File: src/rtl/dmem_arbiter.sv
// Two-port round-robin arbiter for the shared data-memory port, with bounded locked bursts.
// Define DMEM_ARB_FIXED_PRIO_EN to make port 0 win every tie.
module dmem_arbiter #(
    parameter int unsigned ADDR_W    = 32,
    parameter int unsigned DATA_W    = 32,
    parameter int unsigned MAX_BURST = 8
) (
    input  logic              clock,
    input  logic              reset,
    input  logic              req0,
    input  logic              we0,
    input  logic              lock0,
    input  logic [ADDR_W-1:0] addr0,
    input  logic [DATA_W-1:0] wdata0,
    input  logic [2:0]        op0,
    input  logic              req1,
    input  logic              we1,
    input  logic              lock1,
    input  logic [ADDR_W-1:0] addr1,
    input  logic [DATA_W-1:0] wdata1,
    input  logic [2:0]        op1,
    output logic              gnt0,
    output logic              gnt1,
    output logic              rvalid0,
    output logic              rvalid1,
    output logic [DATA_W-1:0] rdata,
    output logic [ADDR_W-1:0] mem_addr,
    output logic [DATA_W-1:0] mem_din,
    output logic [2:0]        mem_op,
    output logic              mem_we,
    output logic              mem_re,
    input  logic [DATA_W-1:0] mem_dout
);

    localparam int unsigned CntW = $clog2(MAX_BURST + 1);
    localparam logic [CntW-1:0] CntMax = CntW'(MAX_BURST);

    typedef enum logic [1:0] {
        OwnNone = 2'd0,
        OwnP0   = 2'd1,
        OwnP1   = 2'd2
    } own_e;

    own_e            own_q, own_d;
    logic            last_q, last_d;
    logic [CntW-1:0] cnt_q, cnt_d;
    logic            rpend_q, rpend_d;
    logic            rport_q, rport_d;

    logic            accept;
    logic            sel;
    logic            sel_we;
    logic            sel_lock;
    logic [CntW-1:0] cnt_base;
    logic [CntW-1:0] cnt_inc;

    // Grants are forced low while reset is asserted, independent of the requests.
    always_comb begin
        gnt0 = 1'b0;
        gnt1 = 1'b0;
        if (!reset) begin
            if (own_q == OwnP0 && req0 && cnt_q < CntMax) begin
                gnt0 = 1'b1;
            end else if (own_q == OwnP1 && req1 && cnt_q < CntMax) begin
                gnt1 = 1'b1;
            end else if (req0 && req1) begin
`ifdef DMEM_ARB_FIXED_PRIO_EN
                gnt0 = 1'b1;
`else
                if (last_q) begin
                    gnt0 = 1'b1;
                end else begin
                    gnt1 = 1'b1;
                end
`endif
            end else if (req0) begin
                gnt0 = 1'b1;
            end else if (req1) begin
                gnt1 = 1'b1;
            end
        end
    end

    assign accept   = gnt0 | gnt1;
    assign sel      = gnt1;
    assign sel_we   = sel ? we1 : we0;
    assign sel_lock = sel ? lock1 : lock0;

    // A beat from a non-owner starts a fresh count; the old owner has released.
    assign cnt_base = ((own_q == OwnP0 && !sel) || (own_q == OwnP1 && sel)) ? cnt_q : '0;
    assign cnt_inc  = cnt_base + 1'b1;

    always_comb begin
        mem_addr = '0;
        mem_din  = '0;
        mem_op   = 3'b000;
        mem_we   = 1'b0;
        mem_re   = 1'b0;
        if (accept) begin
            mem_addr = sel ? addr1 : addr0;
            mem_din  = sel ? wdata1 : wdata0;
            mem_op   = sel ? op1 : op0;
            mem_we   = sel_we;
            mem_re   = ~sel_we;
        end
    end

    // Without an accepted beat the owner (if any) has stopped requesting, so ownership lapses.
    always_comb begin
        own_d   = OwnNone;
        cnt_d   = '0;
        last_d  = last_q;
        rpend_d = 1'b0;
        rport_d = rport_q;
        if (accept) begin
            last_d = sel;
            if (sel_lock && cnt_inc < CntMax) begin
                own_d = sel ? OwnP1 : OwnP0;
                cnt_d = cnt_inc;
            end
            if (!sel_we) begin
                rpend_d = 1'b1;
                rport_d = sel;
            end
        end
    end

    always_ff @(posedge clock or posedge reset) begin
        if (reset) begin
            own_q   <= OwnNone;
            last_q  <= 1'b1;
            cnt_q   <= '0;
            rpend_q <= 1'b0;
            rport_q <= 1'b0;
        end else begin
            own_q   <= own_d;
            last_q  <= last_d;
            cnt_q   <= cnt_d;
            rpend_q <= rpend_d;
            rport_q <= rport_d;
        end
    end

    assign rvalid0 = rpend_q & ~rport_q;
    assign rvalid1 = rpend_q & rport_q;
    assign rdata   = mem_dout;

endmodule

File: config.mk
export PLATFORM = sky130hd
export DESIGN_NAME = dmem_arbiter
export DESIGN_NICKNAME = d
export VERILOG_FILES = /design/src/rtl/dmem_arbiter.sv
export SDC_FILE = /design/constraint.sdc
export NUM_CORES = 1
export LEC_CHECK = 0
export CAP_MARGIN = 25
export CORE_AREA = 2 2 110 112
export DETAILED_ROUTE_END_ITERATION = 6
export DIE_AREA = 0 0 112 114
export HOLD_SLACK_MARGIN = 0.1
export PLACE_DENSITY = 0.69
export SYNTH_ARGS = -nofsm -noshare
export SYNTH_HDL_FRONTEND = slang
export SYNTH_SLANG_ARGS = --single-unit
export TNS_END_PERCENT = 10
File: constraint.sdc
create_clock -name clock -period 2.3 [get_ports clock]
set_input_delay 0.23 -clock clock [delete_from_list [all_inputs] [get_ports clock]]
set_output_delay 0.23 -clock clock [all_outputs]
set_load 0.05 [all_outputs]
## Word level (Yosys, flattened, before mapping)

Cells that the tools add are included.

- Word-level logic and storage cells: 57
- Bits in registers: 9

- Equal/unequal tests: 2
- Muxes and demuxes: 31
- Add/sub/neg operators: 1
- $lt $le $gt $ge: 2
- Bitwise logic cells: 5
- Reduce and logical (&&, ||, !) cells: 11

Operators by type and width:

| cell | count |
|---|---|
| 2-to-1 mux 32 bit | 4 |
| 2-to-1 mux 1 bit | 19 |
| 2-to-1 mux 4 bit | 3 |
| logical AND 1 bit | 8 |
| less-than comparator 4 bit (second input constant) | 2 |
| 2-to-1 mux 2 bit | 3 |
| 2-to-1 mux 3 bit | 2 |
| adder 4 x 1 -> 4 bit (second input constant) | 1 |
| bitwise AND 1 bit | 2 |
| equality test 2 x 1 -> 1 bit (second input constant) | 1 |
| equality test 2 bit (second input constant) | 1 |
| NOT 1 bit | 2 |
| AND reduction 2 bit | 1 |
| logical NOT 1 bit | 1 |
| logical OR 1 bit | 1 |
| OR 1 bit | 1 |

## Longest topological paths before layout

- Depth after elaboration: 15
- Depth in mapped cells: 8

## Worst setup path before layout

No wires, ideal clock.

- Path kind: register -> output
- Start: register own_q[0]
- End: output port mem_re
- Slack: -0.191 ns
- Required time: 2.070 ns
- Data arrival time: 2.261 ns
- Cell stages (with the launch flop): 7
- Buffers on the path: 2
- Cell sequence: dfrtp_1 > or3b_1 > a311oi_2 > buf_2 > buf_2 > inv_2 > o21ai_1

- Word-level cells in the longest chain between the ends: 9
- Elaborated cells on any way between the ends: 16
- Those cells by class: 2 x eq/ne; 8 x mux; 2 x bitwise; 4 x reduce/logical

RTL lines:

| what | line | text |
|---|---|---|
| start, declared | 44 | `own_e own_q, own_d;` |
| start signal, assigned | 130 | `own_q <= OwnNone;` |
| start signal, assigned | 136 | `own_q <= own_d;` |
| equality test 2 bit | 64 | `end else if (own_q == OwnP1 && req1 && cnt_q < CntMax) begin` |
| logical AND 1 bit (2 in series) | 64 |  |
| 2-to-1 mux 1 bit | 64 |  |
| 2-to-1 mux 1 bit | 62 | `if (own_q == OwnP0 && req0 && cnt_q < CntMax) begin` |
| 2-to-1 mux 1 bit | 61 | `if (!reset) begin` |
| 2-to-1 mux 1 bit | 86 | `assign sel_we = sel ? we1 : we0;` |
| NOT 1 bit (no line) | n/a |  |
| 2-to-1 mux 1 bit * | 99 | `if (accept) begin` |
| end, declared | 31 | `output logic mem_re,` |

Mark *: on every way between the ends. The rest lies on a longest branch, timed or not.

## Worst setup path in the final report

- Start: register cnt_q[3]
- End: output port mem_din[19]

- Word-level cells in the longest chain between the ends: 7
- Elaborated cells on any way between the ends: 12
- Those cells by class: 1 x order compare; 8 x mux; 1 x bitwise; 2 x reduce/logical

RTL lines:

| what | line | text |
|---|---|---|
| start, declared | 46 | `logic [CntW-1:0] cnt_q, cnt_d;` |
| start signal, assigned | 138 | `cnt_q <= cnt_d;` |
| less-than comparator 4 bit * | 62, 64 |  |
| logical AND 1 bit | 64 |  |
| 2-to-1 mux 1 bit | 64 |  |
| 2-to-1 mux 1 bit | 62 |  |
| 2-to-1 mux 1 bit | 61 |  |
| 2-to-1 mux 32 bit or OR 1 bit (tied branches) | 101, 84 |  |
| 2-to-1 mux 32 bit * | 99 |  |
| end, declared | 28 | `output logic [DATA_W-1:0] mem_din,` |

Marks and branches as above.

==> impl_metrics.json <==
{
  "drv_slew": 0,
  "fin_skew_ns": 0.0004053,
  "clock-sinks": 9,
  "coreArea_sq_um": 11710,
  "dieArea_sq_um": 12770,
  "ys_ff_latch": 9,
  "cts_tree": "done",
  "drt-initial-drc-count": 38,
  "yosysMostFrequentCell": "a22o_1",
  "synth-edff-count": 0,
  "cts_buffers": 3,
  "fp.dieW_microns": 112,
  "grt_pass1_wl_microns": 12720,
  "postSynthAreaPerCell_sq_um": 8.547,
  "cts_root_buf": "clkbuf_16",
  "antenna_left": 0,
  "antenna_found_initial": 0,
  "whs_ns": 0.4301,
  "fmax_ghz": 0.4282,
  "antennaDiodeCount": 0,
  "power_density_nw_per_um2": 403.0,
  "dp_hpwl_microns": 6421,
  "fp-row-count": 40,
  "maxSlewHeadroom_pct": 64.97,
  "violations": "setup timing",
  "layout-drive-gt1-share_pct": 47.57,
  "clkSlewWorstSetupHoldPaths_ns": 0.04,
  "synthFlopType": "dfrtp_1",
  "fill_cells": 1081,
  "synth.net_count": 341,
  "htree_levels": 1,
  "worstMarginPinSlew_ns": 0.5238,
  "grt-ovfl-total": 0,
  "min_path_type": "in -> async",
  "nNetsFinal": 546,
  "criticalPathCategory": "reg -> out",
  "cp.arrival_ns": 2.11,
  "cts.path.max_buffers": 2,
  "grt_max_degree": 36,
  "ff2ff_path_depth": 7,
  "ys_top_cells_by_count": "a22o_1, buf_4, buf_2",
  "setup_violations": 19,
  "post-place-ws_ns": -0.1974,
  "ys_types": 31,
  "critPathLaunch": "cnt_q[3]",
  "fin_crit_ns": 2.335,
  "wirelength_microns": 10230,
  "finalHoldViolCount": 0,
  "place_congestion": 0.8181,
  "min_period_over_period_pct": 101.5,
  "ir_worst_vdd_mv": 0.3329,
  "synth_cells": 166,
  "rsz0062_at_grt": "true",
  "path_max_fanout": 18,
  "drc": 0,
  "die_h_microns": 114,
  "required_ns": 2.07,
  "yosysTopAreaCellShare_pct": 41.98,
  "r2r_setup_slack_ns": 0.03,
  "outcome": "finished with violations",
  "initial_core_util_pct": 12.12,
  "grt_usage_pct": 12.43,
  "synth_top_area_cell": "a22o_1",
  "avgViaCountPerCell": 4.309,
  "timing.rr.start": "cnt_q[3]",
  "cp-endpoint": "mem_din[19]",
  "critPathLaunchType": "flop",
  "routedWlPerCell_microns": 19.79,
  "finalWorstSetupSlack_ns": -0.03513,
  "seq_area_frac_synth_pct": 15.96,
  "synth.area.top_cells": "a22o_1, buf_4, dfrtp_1",
  "insertion_delay_ns": 0.23,
  "first_pass_iters": 3,
  "grt_pass1_vias": 2283,
  "p_leak_nw": 2.213,
  "io_buffers": 214,
  "area_growth_pct": 268.2,
  "yosysWarnings": 0,
  "fin_cells": 517,
  "rr_endpoint": "cnt_q[2]",
  "drv_cap": 0,
  "ioPinCount": 279,
  "dr_total_vias": 2228,
  "dp_cells": 492,
  "synthesis.area_sq_um": 1419,
  "critPathCaptureType": "output pin",
  "async_flop_share_pct": 100.0
}
## what timing repair did
item,in CTS,in global routing
resized for setup,25,46
gates cloned,3,5
setup endpoints to repair,75,70
pin swaps,21,8
setup buffers,3,10
hold buffers,0,0
## cells in the final DEF (no fill, tap or decap), types with 2 or more instances in the layout
master / instances
buf_12: 74
buf_6: 4
clkdlybuf4s50_1: 143
and2_4: 2
nand2b_4: 2
buf_16: 5
dfrtp_1: 8
nor2b_1: 5
a22o_4: 52
and2_1: 2
inv_1: 4
clkbuf_16: 7
a22o_1: 16
buf_4: 17
nor2_1: 5
## worst min-delay path by stage
stage / startpoint / to / slack (ns) / depth (start not counted)
after floorplan: reset / cnt_q[0] / 0.06 / 1
after global placement: mem_dout[15] / rdata[15] / 0.46 / 0
after detailed placement: mem_dout[15] / rdata[15] / 0.46 / 0
after CTS: reset / cnt_q[3] / 0.44 / 3
after global routing: mem_dout[14] / rdata[14] / 0.46 / 0
final: reset / own_q[1] / 0.43 / 3
## where the power goes
part	switching [mW]	internal (mW)	total [mW]
logic	0.730	0.881	1.61
registers	0.0120	0.175	0.187
clock network	0.0776	0.229	0.307
total	0.820	1.28	2.11
## per-layer routing
layer | vias up | track usage (%) | wire, microns
li1 | 1029 | - | -
met1 | 1091 | 15.04 | 3950
met2 | 95 | 23.11 | 5632
met3 | 13 | 2.391 | 518
met4 | 0 | 2.276 | 129
met5 | - | 0 | 0
## flip-flops by register name, indices dropped and copies added, names as in the netlist
name,count
rport_q,1
cnt_q,4
last_q,1
own_q,2
rpend_q,1
## worst max-delay path: stages, from the launching register on
cell	delay, ns
dfrtp_1	0.36
or3b_4	0.42
a311oi_4	0.28
buf_6	0.25
buf_16	0.20
a22o_1	0.20
buf_12	0.15
## layout make-up
class / count / area [sq um] / share of cell area [%]
sequential: 9 / 226.5 / 4.335
clock inverter: 1 / 5.005 / 0.09581
clock buffer: 3 / 75.07 / 1.437
inverter: 5 / 18.77 / 0.3593
multi-input combinational: 105 / 1391 / 26.63
timing repair buffer: 247 / 3323 / 63.62
tap: 147 / 183.9 / 3.521
## logic make-up (layout without fill, tap and decap cells)
| logic type | after synthesis | count (layout) | share of synthesized area, % |
|---|---|---|---|
| simple gates | 23 | 23 | 10.05 |
| fa+ha+maj | 1 | 1 | 0.8817 |
| compound gates | 77 | 77 | 47.27 |
| buf+inv | 52 | 256 | 23.46 |
| flops | 9 | 9 | 15.96 |
| xor+xnor | 1 | 1 | 0.6174 |
| other cells | 1 | 1 | 0.2643 |
| mux | 2 | 2 | 1.499 |
## through the flow
step	TNS, ns	instance area, sq um	total power, mW	utilization, %
after global routing	-2.033	5224	2.168	44.60
final	-0.3397	5224	2.105	44.60
after global placement	-0.1304	4309	1.538	36.79
after floorplan	-0.6413	1423	0.9012	-
after detailed placement	-2.883	4309	1.549	36.79
after CTS	-1.824	4681	1.954	39.97
(Power assumes the default switching activity.)
